[config.mk]
export PLATFORM = sky130hd
export DESIGN_NAME = amo_master
export DESIGN_NICKNAME = d
export VERILOG_FILES = /design/src/rtl/amo_master_pkg.sv /design/src/rtl/amo_alu.sv /design/src/rtl/amo_master.sv
export SDC_FILE = /design/constraint.sdc
export NUM_CORES = 1
export LEC_CHECK = 0
export ABC_AREA = 1
export CAP_MARGIN = 20
export CORE_AREA = 8 8 167 169
export CTS_CLUSTER_SIZE = 10
export DETAILED_ROUTE_END_ITERATION = 12
export DIE_AREA = 0 0 175 177
export PLACE_DENSITY = 0.89
export SETUP_SLACK_MARGIN = 0.15
export SLEW_MARGIN = 20
export SYNTH_ARGS = -nofsm -noshare
export SYNTH_HDL_FRONTEND = slang
export SYNTH_SLANG_ARGS = --single-unit
[constraint.sdc]
create_clock -name clk_i -period 6.5 [get_ports clk_i]
set_input_delay 0.65 -clock clk_i [delete_from_list [all_inputs] [get_ports clk_i]]
set_output_delay 0.65 -clock clk_i [all_outputs]
set_load 0.02 [all_outputs]
[src/rtl/amo_master_pkg.sv]
// amo_master_pkg: bus tag encodings, RV32A op codes and FSM states for the atomic initiator
package amo_master_pkg;
  localparam logic [1:0] MODE_NONE = 2'd0;
  localparam logic [1:0] MODE_LRSC = 2'd1;
  localparam logic [1:0] MODE_AMO  = 2'd2;
  localparam logic LOCK   = 1'b1;
  localparam logic UNLOCK = 1'b0;
  localparam logic [3:0] OP_LR   = 4'd0;
  localparam logic [3:0] OP_SC   = 4'd1;
  localparam logic [3:0] OP_SWAP = 4'd2;
  localparam logic [3:0] OP_ADD  = 4'd3;
  localparam logic [3:0] OP_XOR  = 4'd4;
  localparam logic [3:0] OP_AND  = 4'd5;
  localparam logic [3:0] OP_OR   = 4'd6;
  localparam logic [3:0] OP_MIN  = 4'd7;
  localparam logic [3:0] OP_MAX  = 4'd8;
  localparam logic [3:0] OP_MINU = 4'd9;
  localparam logic [3:0] OP_MAXU = 4'd10;
  typedef enum logic [2:0] {S_IDLE, S_RD, S_CALC, S_WR, S_DONE} state_e;
  function automatic logic op_legal(input logic [3:0] op);
    return op <= OP_MAXU;
  endfunction
endpackage

[src/rtl/amo_alu.sv]
// amo_alu: combinational read-modify-write value for amo*.w (SWAP and non-AMO ops store operand)
module amo_alu
  import amo_master_pkg::*;
(
  input  logic [3:0]  op,
  input  logic [31:0] old,
  input  logic [31:0] operand,
  output logic [31:0] new_val
);
  logic lt_s, lt_u;
  assign lt_s = $signed(old) < $signed(operand);
  assign lt_u = old < operand;
  always_comb
    new_val = op == OP_ADD  ? old + operand :
              op == OP_XOR  ? old ^ operand :
              op == OP_AND  ? old & operand :
              op == OP_OR   ? old | operand :
              op == OP_MIN  ? (lt_s ? old : operand) :
              op == OP_MAX  ? (lt_s ? operand : old) :
              op == OP_MINU ? (lt_u ? old : operand) :
              op == OP_MAXU ? (lt_u ? operand : old) :
              operand;
endmodule

[src/rtl/amo_master.sv]
// amo_master: Wishbone initiator running lr.w / sc.w / amo*.w as tagged read and write phases
module amo_master
  import amo_master_pkg::*;
(
  input  logic        clk_i,
  input  logic        rst_n_i,
  input  logic        req_i,
  input  logic [3:0]  op_i,
  input  logic [31:0] req_addr_i,
  input  logic [31:0] req_data_i,
  output logic        busy_o,
  output logic        done_o,
  output logic [31:0] result_o,
  output logic        err_o,
  output logic        cyc_o,
  output logic        stb_o,
  output logic        we_o,
  output logic [3:0]  sel_o,
  output logic [31:0] addr_o,
  output logic [2:0]  addr_tag_o,
  output logic [31:0] data_o,
  input  logic        ack_i,
  input  logic [31:0] data_i,
  input  logic        data_tag_i
);
  state_e      state;
  logic [3:0]  op_q;
  logic [31:0] operand_q, old_q, new_val;
  amo_alu u_alu (.op(op_q), .old(old_q), .operand(operand_q), .new_val(new_val));
  assign sel_o = 4'b1111;
  always_ff @(posedge clk_i or negedge rst_n_i)
    if (!rst_n_i) begin
      state      <= S_IDLE;
      op_q       <= '0;
      operand_q  <= '0;
      old_q      <= '0;
      busy_o     <= 1'b0;
      done_o     <= 1'b0;
      err_o      <= 1'b0;
      result_o   <= '0;
      cyc_o      <= 1'b0;
      stb_o      <= 1'b0;
      we_o       <= 1'b0;
      addr_o     <= '0;
      data_o     <= '0;
      addr_tag_o <= {MODE_NONE, UNLOCK};
    end else begin
      case (state)
        S_IDLE:
          if (req_i) begin
            op_q      <= op_i;
            operand_q <= req_data_i;
            addr_o    <= req_addr_i;
            if (req_addr_i[1:0] != 2'b00 || !op_legal(op_i)) begin
              state    <= S_DONE;
              done_o   <= 1'b1;
              err_o    <= 1'b1;
              result_o <= '0;
            end else if (op_i == OP_SC) begin
              state      <= S_WR;
              busy_o     <= 1'b1;
              cyc_o      <= 1'b1;
              stb_o      <= 1'b1;
              we_o       <= 1'b1;
              data_o     <= req_data_i;
              addr_tag_o <= {MODE_LRSC, UNLOCK};
            end else begin
              state      <= S_RD;
              busy_o     <= 1'b1;
              cyc_o      <= 1'b1;
              stb_o      <= 1'b1;
              we_o       <= 1'b0;
              addr_tag_o <= {(op_i == OP_LR) ? MODE_LRSC : MODE_AMO, LOCK};
            end
          end
        // a stalled LOCK read simply holds the strobe here until acked
        S_RD:
          if (ack_i) begin
            old_q      <= data_i;
            cyc_o      <= 1'b0;
            stb_o      <= 1'b0;
            addr_tag_o <= {MODE_NONE, UNLOCK};
            if (op_q == OP_LR) begin
              state    <= S_DONE;
              busy_o   <= 1'b0;
              done_o   <= 1'b1;
              err_o    <= 1'b0;
              result_o <= data_i;
            end else
              state <= S_CALC;
          end
        S_CALC: begin
          state      <= S_WR;
          cyc_o      <= 1'b1;
          stb_o      <= 1'b1;
          we_o       <= 1'b1;
          data_o     <= new_val;
          addr_tag_o <= {MODE_AMO, UNLOCK};
        end
        S_WR:
          if (ack_i) begin
            state      <= S_DONE;
            cyc_o      <= 1'b0;
            stb_o      <= 1'b0;
            we_o       <= 1'b0;
            addr_tag_o <= {MODE_NONE, UNLOCK};
            busy_o     <= 1'b0;
            done_o     <= 1'b1;
            err_o      <= 1'b0;
            result_o   <= (op_q == OP_SC) ? {31'b0, data_tag_i} : old_q;
          end
        S_DONE: begin
          state  <= S_IDLE;
          done_o <= 1'b0;
          err_o  <= 1'b0;
        end
        default: state <= S_IDLE;
      endcase
    end
endmodule

==> qor.txt, run 1 <==
delay-heaviest family, CP: simple AND/OR/NAND/NOR gates
fin crit period: 4.12 ns
setup_tns: 0 ns
Post-CTS Setup Inserts: 0
CP peak stage delay: 0.76 ns
count of final setup violators: 0
fin nets: 2,399
later-pin clock latency in the skew report: 0.45 ns
warnings from Yosys: 0
Psw: 5.48 mW
CP Buf/Inv Count: 1
Worst-Margin Slew: 1.03 ns
crit path capture type: flop
H-tree depth: 4
Detailed Routing Iterations Pass 1: 6
FP Rows: 59
clock root cell: clkbuf_16
Core ar.: 25,500 µm²
Worst VDD drop: 0.352 mV
worst-path fanout max: 50
Hold Violations, Final: 0
power per cell area: 589 nW/µm²
Antenna diodes: 0
worst-case reg-to-reg path depth: 19
Synth cell types: 45
commonest non-fill, non-tap cell in the layout: nand2_1
combinational power share: 67.4%
Synth-to-Final Area Change: 21.4%
crit-path most repeated cell: nand2_1
crit path DAT: 4.50 ns
Starting Density: 53.4%
DIE AREA: 31,000 µm²
RSZ-0062 raised after global routing: false
R2R Path Start: old_q[10]$_DFFE_PN0P_
Clock Skew: 0.0185 ns
Die Width: 175 µm
largest net degree at the start of global routing: 77
Antenna Violating Nets Remaining: 0
Slowest-stage cell, CP: nand2_2
final worst setup slack: 2.38 ns
Die Y-Extent: 177 µm
HP Class: in2async
Main synth FF type: dfrtp_1
ys async rst share: 100%
Crit Reg-Reg Endpoint: data_o[25]$_DFFE_PN0P_
Vias: 14,800
post-synth top area cell: dfrtp_1
Reg power frac: 20.9%
fin. max-slew vios: 0
Period Utilization, post-route: 63.4%
Gate Count Post-Synth: 2,050
initial antenna violation count: 0
count of flip-flops with a built-in enable after synthesis: 0
Pint: 4.25 mW
clk sinks: 175
Placer Congestion: 0.990
DRT iter0 DRCs: 1,520
crit-path cells: inv_1 > ha_1 > nor2_1 > nand3_1 > nor3_1 > nand2_1 > nand2_1 > nand2_2 > nand2_4 > nand2_2 > nand2_2 > nand2_1 > o21ai_1 > o21ai_1 > nand2_1 > nand2_1 > nand2_1 > nand3_1 > a21oi_1
Max-cap violations: 0
vias per std cell: 5.80
DR WL/cell: 19.7 µm
GRT Total Usage: 31.9%
critical path type: reg2reg
first-pass GRT wire length: 78,700 µm
flop2flop setup slack: 2.38 ns
hold_buf cts: 0
vias in the first global route: 14,000
I/O Pins: 214
Mapped Area: 13,600 µm²
CTS buffer count: 17
Fmax: 243 MHz
Clock Power Share: 11.7%
sw frac: 56.4%
port bufs: 209
mean area per synthesized cell: 6.64 µm²
startpoint types: flop
headroom to the max-slew limit: 31.2%
number of synthesized register bits: 175
Yosys top cell area share: 32.2%
most frequent cells in the layout: nand2_1, inv_1, clkdlybuf4s50_1
share of layout cells above drive strength 1: 5.29%
status: finished, final reports clean
post-cts resize count: 0
HPWL Detailed: 35,800 µm
total global routing overflow: 0
leakage power: 8.27 nW
Post-Place Setup Slack: 2.51 ns
Area contributors post-synth: dfrtp_1, nand2_1, ha_1, inv_1, a21oi_1
CTS tree: done
CTS max path bufs: 2
Worst EP required: 6.87 ns
DR DRC count: 0
Worst-path clk slew: 0.08 ns
sequential element share of the synthesized area: 32.2%
routed wire length: 50,200 µm
[through the flow]
step | utilization [%] | total power [mW] | cell area [µm²] | hold slack, ns | cells
after floorplan | - | 6.24 | 13600 | 0.354 | 2053
after global placement | 62.3 | 8.25 | 15900 | 0.461 | 2513
after detailed placement | 62.3 | 8.37 | 15900 | 0.465 | 2513
after CTS | 64.8 | 9.55 | 16500 | 0.193 | 2545
after global routing | 64.8 | 10.5 | 16500 | 0.211 | 2545
final | 64.8 | 9.73 | 16500 | 0.167 | 2545
[metal layers]
metal  vias up  global-route usage (%)  part of all wire, %  wire [µm]
li1       6850                       -                    -          -
met1      6816                    44.1                   42      20900
met2       973                    46.7                   42      21000
met3       111                    9.11                   13       6700
met4         0                    11.9                  3.3       1660
met5         -                       0                    0          0
[worst max path at each step]
stage / cells after the start / slack, ns / start / to
after global routing: 19 / 2.04 / old_q[10]$_DFFE_PN0P_ / data_o[25]$_DFFE_PN0P_
final: 19 / 2.38 / old_q[10]$_DFFE_PN0P_ / data_o[25]$_DFFE_PN0P_
after global placement: 19 / 2.54 / old_q[10]$_DFFE_PN0P_ / data_o[25]$_DFFE_PN0P_
after detailed placement: 19 / 2.51 / old_q[10]$_DFFE_PN0P_ / data_o[25]$_DFFE_PN0P_
after floorplan: 17 / 3.90 / operand_q[0]$_DFFE_PN0P_ / data_o[26]$_DFFE_PN0P_
after CTS: 19 / 2.47 / old_q[10]$_DFFE_PN0P_ / data_o[25]$_DFFE_PN0P_
[worst register-to-register path: cells and delay by family (launching register included)]
family,cells,cell delay [ns]
AOI/OAI and AO/OA,3,0.59
DFF,1,0.48
adders and majority gates,1,0.44
and+or+nand+nor,14,2.37
buffers and inverters,1,0.16
[sequential cells by signal, summed over array words and instances (netlist names)]
signal      cells
addr_o         32
data_o         32
old_q          32
operand_q      32
result_o       32
op_q            4
addr_tag_o      3
state           3
busy_o          1
done_o          1
err_o           1
stb_o           1
we_o            1
[power by group through the flow]
stage / Sequential (mW) / Combinational [mW] / Clock (mW)
2_1_floorplan: 2.19 / 4.05 / 0
3_3_place_gp: 2.00 / 6.25 / 0
3_5_place_dp: 2.03 / 6.35 / 0
4_1_cts: 2.01 / 6.40 / 1.15
5_1_grt: 2.08 / 7.19 / 1.19
6_report: 2.04 / 6.55 / 1.14
[final cells by class]
class	instances	area (µm²)
multi-input cells	1501	7810
clock inverters	15	213
inverters	274	1030
clock buffers	17	425
repair buffers	228	2240
well taps	335	419
flip-flops and latches	175	4380
fillers	2236	8950
[logic make-up after synthesis]
family | Yosys count | share of synthesized area, %
adders and majority gates | 97 | 8.98
buffers and inverters | 377 | 10.9
other | 1 | 0.0276
xor gates and xnor gates | 8 | 0.515
and+or+nand+nor | 922 | 27.7
DFF | 175 | 32.2
AOI/OAI and AO/OA | 438 | 17.1
muxes | 32 | 2.65
[cell usage after synthesis, drive strengths merged, types with 2 or more instances]
library cell,n
nand2,607
inv,272
o21ai,198
a21oi,194
dfrtp,175
nor2,128
nand3,127
ha,96
clkbuf,72
nor3,40
mux2,32
buf,31
o211ai,17
nand4,9
or2,7
xor2,7
a21boi,4
o21bai,4
a21o,3
a221oi,3
a31oi,3
and3,3
a211oi,2
clkinv,2
o2111ai,2
o22ai,2
o31ai,2
(Power assumes the default switching activity.)
==> run 2, diff against run 1 <==
--- a/config.mk
+++ b/config.mk
@@ -7,11 +7,11 @@
 export LEC_CHECK = 0
 export ABC_AREA = 1
 export CAP_MARGIN = 20
-export CORE_AREA = 8 8 167 169
+export CORE_AREA = 8 8 174 176
 export CTS_CLUSTER_SIZE = 10
 export DETAILED_ROUTE_END_ITERATION = 12
-export DIE_AREA = 0 0 175 177
-export PLACE_DENSITY = 0.89
+export DIE_AREA = 0 0 182 184
+export PLACE_DENSITY = 0.87
 export SETUP_SLACK_MARGIN = 0.15
 export SLEW_MARGIN = 20
 export SYNTH_ARGS = -nofsm -noshare
==> constraint.sdc (replaced) <==
create_clock -name clk_i -period 3.7 [get_ports clk_i]
set_input_delay 0.37 -clock clk_i [delete_from_list [all_inputs] [get_ports clk_i]]
set_output_delay 0.37 -clock clk_i [all_outputs]
set_load 0.02 [all_outputs]
==> run 2 against run 1 <==
The flow now finishes with violations (hold timing). Core utilization down 3.2 points. Clock power up 60%. Largest cell class unchanged. Critical path type unchanged. Via count about the same. Maximum frequency up 24%. Setup slack worse by 2.0 ns. Final cell count up 2.6%. Hold slack worse by 0.21 ns. Critical path depth up 4.
==> qor.txt, run 2 (synthesis results as in run 1) <==
status: complete, but fails checks
failing checks: hold timing
hold slack: -0.0468 ns (-0.214 ns)
Setup crit end: data_o[16]$_DFFE_PN0P_
startpoint types: flop
most frequent cells in the layout: nand2_1, inv_1, clkdlybuf4s50_1
fin crit period: 3.32 ns (-0.801 ns)
Placer Congestion: 0.967 (-2.4%)
Die Width: 182 µm (+4.0%)
commonest non-fill, non-tap cell in the layout: nand2_1
area of the multi-input gates: 7800 µm² (-0.13%)
fin nets: 2,455 (+2.3%)
R2R Path Start: old_q[30]$_DFFE_PN0P_
Antenna diodes: 0 (unchanged)
Detailed Routing Iterations Pass 1: 6 (unchanged)
Hold Violations, Final: 13 (+13)
Worst-Margin Slew: 0.848 ns (-0.181 ns)
count of final setup violators: 0 (unchanged)
HPWL Detailed: 38,200 µm (+6.7%)
CTS max path bufs: 2 (unchanged)
power per cell area: 1050 nW/µm² (+78%)
CP Buf/Inv Count: 2 (+1)
crit path capture type: flop
crit path DAT: 3.66 ns (-0.84 ns)
Clock Skew: 0.0114 ns (-0.00709 ns)
FILL cells: 2,538 (+14%)
share of layout cells above drive strength 1: 7.94% (+2.6 points)
setup_tns: 0 ns (unchanged)
Max-cap violations: 0 (unchanged)
crit-path cells: inv_1 > ha_1 > nor2_1 > nand2_1 > nor2_1 > nand3_1 > nor2_1 > nand2_2 > nand2_4 > nand2_1 > nand2_2 > buf_12 > nand3_1 > nand2_1 > o21ai_1 > nand2_1 > nand2_1 > nand2_1 > nand2_1 > nand2_1 > nand2_1 > nand2_1 > nand2_1
DIE AREA: 33,500 µm² (+8.1%)
Core ar.: 27,500 µm² (+7.9%)
clock root cell: clkbuf_16
Power, Total: 17.7 mW (+82%)
first-pass GRT wire length: 79,700 µm (+1.3%)
DR WL/cell: 19.8 µm (+0.41%)
Slowest-stage cell, CP: dfrtp_2
Setup crit start: old_q[30]$_DFFE_PN0P_
largest net degree at the start of global routing: 85 (+10%)
HP Class: in2async
GRT Total Usage: 30.4% (-1.5 points)
critical path type: reg2reg
FP Rows: 61 (+3.4%)
delay-heaviest family, CP: simple AND/OR/NAND/NOR gates
Crit. path cell count: 23 (+4)
Worst VDD drop: 0.470 mV (+34%)
post-layout util: 61.7% (-3.2 points)
vias per std cell: 5.64 (-2.7%)
initial antenna violation count: 0 (unchanged)
Period Utilization, post-route: 89.7% (+26 points)
headroom to the max-slew limit: 43.4% (+12 points)
CTS tree: done
Crit Reg-Reg Endpoint: data_o[16]$_DFFE_PN0P_
later-pin clock latency in the skew report: 0.45 ns (about the same)
routed wire length: 51,700 µm (+3.1%)
flip-flop and latch area: 4390 µm² (+0.17%)
worst-case reg-to-reg path depth: 23 (+4)
CP peak stage delay: 0.46 ns (-0.30 ns)
DRT iter0 DRCs: 1,890 (+24%)
Fmax: 301 MHz (+24%)
total global routing overflow: 0 (unchanged)
Antenna Violating Nets Remaining: 0 (unchanged)
Synth-to-Final Area Change: 24.5%
RSZ-0062 raised after global routing: false
CTS buffer count: 17 (unchanged)
Worst-path clk slew: 0.08 ns (about the same)
crit-path most repeated cell: nand2_1
Worst EP required: 4.04 ns (-2.83 ns)
vias in the first global route: 14,100 (+1.3%)
worst-path fanout max: 15 (-70%)
DR DRC count: 0 (unchanged)
port bufs: 209 (unchanged)
flop2flop setup slack: 0.38 ns (-2.00 ns)
Vias: 14,700 (-0.095%)
fin. max-slew vios: 0 (unchanged)
Starting Density: 49.5% (-3.9 points)
clk sinks: 175 (unchanged)
Die Y-Extent: 184 µm (+4.0%)
I/O Pins: 214 (unchanged)
leakage power: 8.52 nW (+3.0%)
H-tree depth: 4 (unchanged)
[run 2: layout make-up]
| cell class | instances | share of cell area (%) |
|---|---|---|
| Inverter | 274 | 6.07 |
| Timing Repair Buffer | 284 | 16.1 |
| Clock buffer | 18 | 2.59 |
| Sequential cell | 175 | 25.9 |
| Tap cell | 346 | 2.55 |
| Clock inverter | 14 | 0.738 |
| Multi-Input combinational cell | 1501 | 46.0 |
[run 2: report_power, final]
part	leakage (nW)	total, mW	internal (mW)	switching, mW
Clock	0.275	1.82	0.905	0.919
Combinational	6.08	12.5	4.37	8.09
Sequential	2.17	3.45	2.73	0.717
[run 2: worst reg2reg max path, stage by stage, from the launching register on]
cell and delay (ns):
dfrtp_2 0.46, inv_1 0.13, ha_1 0.37, nor2_1 0.18
nand2_1 0.08, nor2_1 0.14, nand3_1 0.16, nor2_1 0.16
nand2_2 0.14, nand2_4 0.17, nand2_1 0.14, nand2_2 0.13
buf_12 0.17, nand3_1 0.08, nand2_1 0.07, o21ai_1 0.06
nand2_1 0.07, nand2_1 0.06, nand2_1 0.06, nand2_1 0.10
nand2_1 0.08, nand2_1 0.05, nand2_1 0.08, nand2_1 0.06
[run 2: through the flow]
| step | setup slack [ns] | cells | hold WS (ns) | cell area [µm²] |
|---|---|---|---|---|
| 3_5_place_dp | 0.295 | 2580 | 0.464 | 16300 |
| 5_1_grt | 0.128 | 2612 | 0.0417 | 16900 |
| 2_1_floorplan | 1.10 | 2053 | 0.0744 | 13600 |
| 4_1_cts | 0.270 | 2612 | 0.0102 | 16900 |
| 6_report | 0.380 | 2612 | -0.0468 | 16900 |
| 3_3_place_gp | 0.360 | 2580 | 0.462 | 16300 |
[run 2: what timing repair did]
action                     4_1_cts  5_1_grt
resized for setup                0       18
setup endpoints to repair        0       31
buffers inserted                 0        0
hold buffers                     0        0
[run 2: layer usage]
layer | track usage (%) | vias to the layer above | share of wire (%)
li1 | - | 6975 | -
met1 | 41.5 | 6732 | 42
met2 | 45.1 | 941 | 42
met3 | 9.33 | 88 | 13
met4 | 10.0 | 0 | 2.7
met5 | 0 | - | 0
[run 2: worst min-delay path by stage]
stage / from / end / slack (ns) / cells after the start
2_1_floorplan: rst_n_i / addr_o[0]$_DFFE_PN0P_ / 0.07 / 0
3_3_place_gp: data_o[16]$_DFFE_PN0P_ / data_o[16]$_DFFE_PN0P_ / 0.46 / 2
3_5_place_dp: data_o[22]$_DFFE_PN0P_ / data_o[22]$_DFFE_PN0P_ / 0.46 / 2
4_1_cts: rst_n_i / addr_o[2]$_DFFE_PN0P_ / 0.01 / 1
5_1_grt: rst_n_i / addr_o[2]$_DFFE_PN0P_ / 0.04 / 1
6_report: rst_n_i / addr_o[31]$_DFFE_PN0P_ / -0.05 / 1
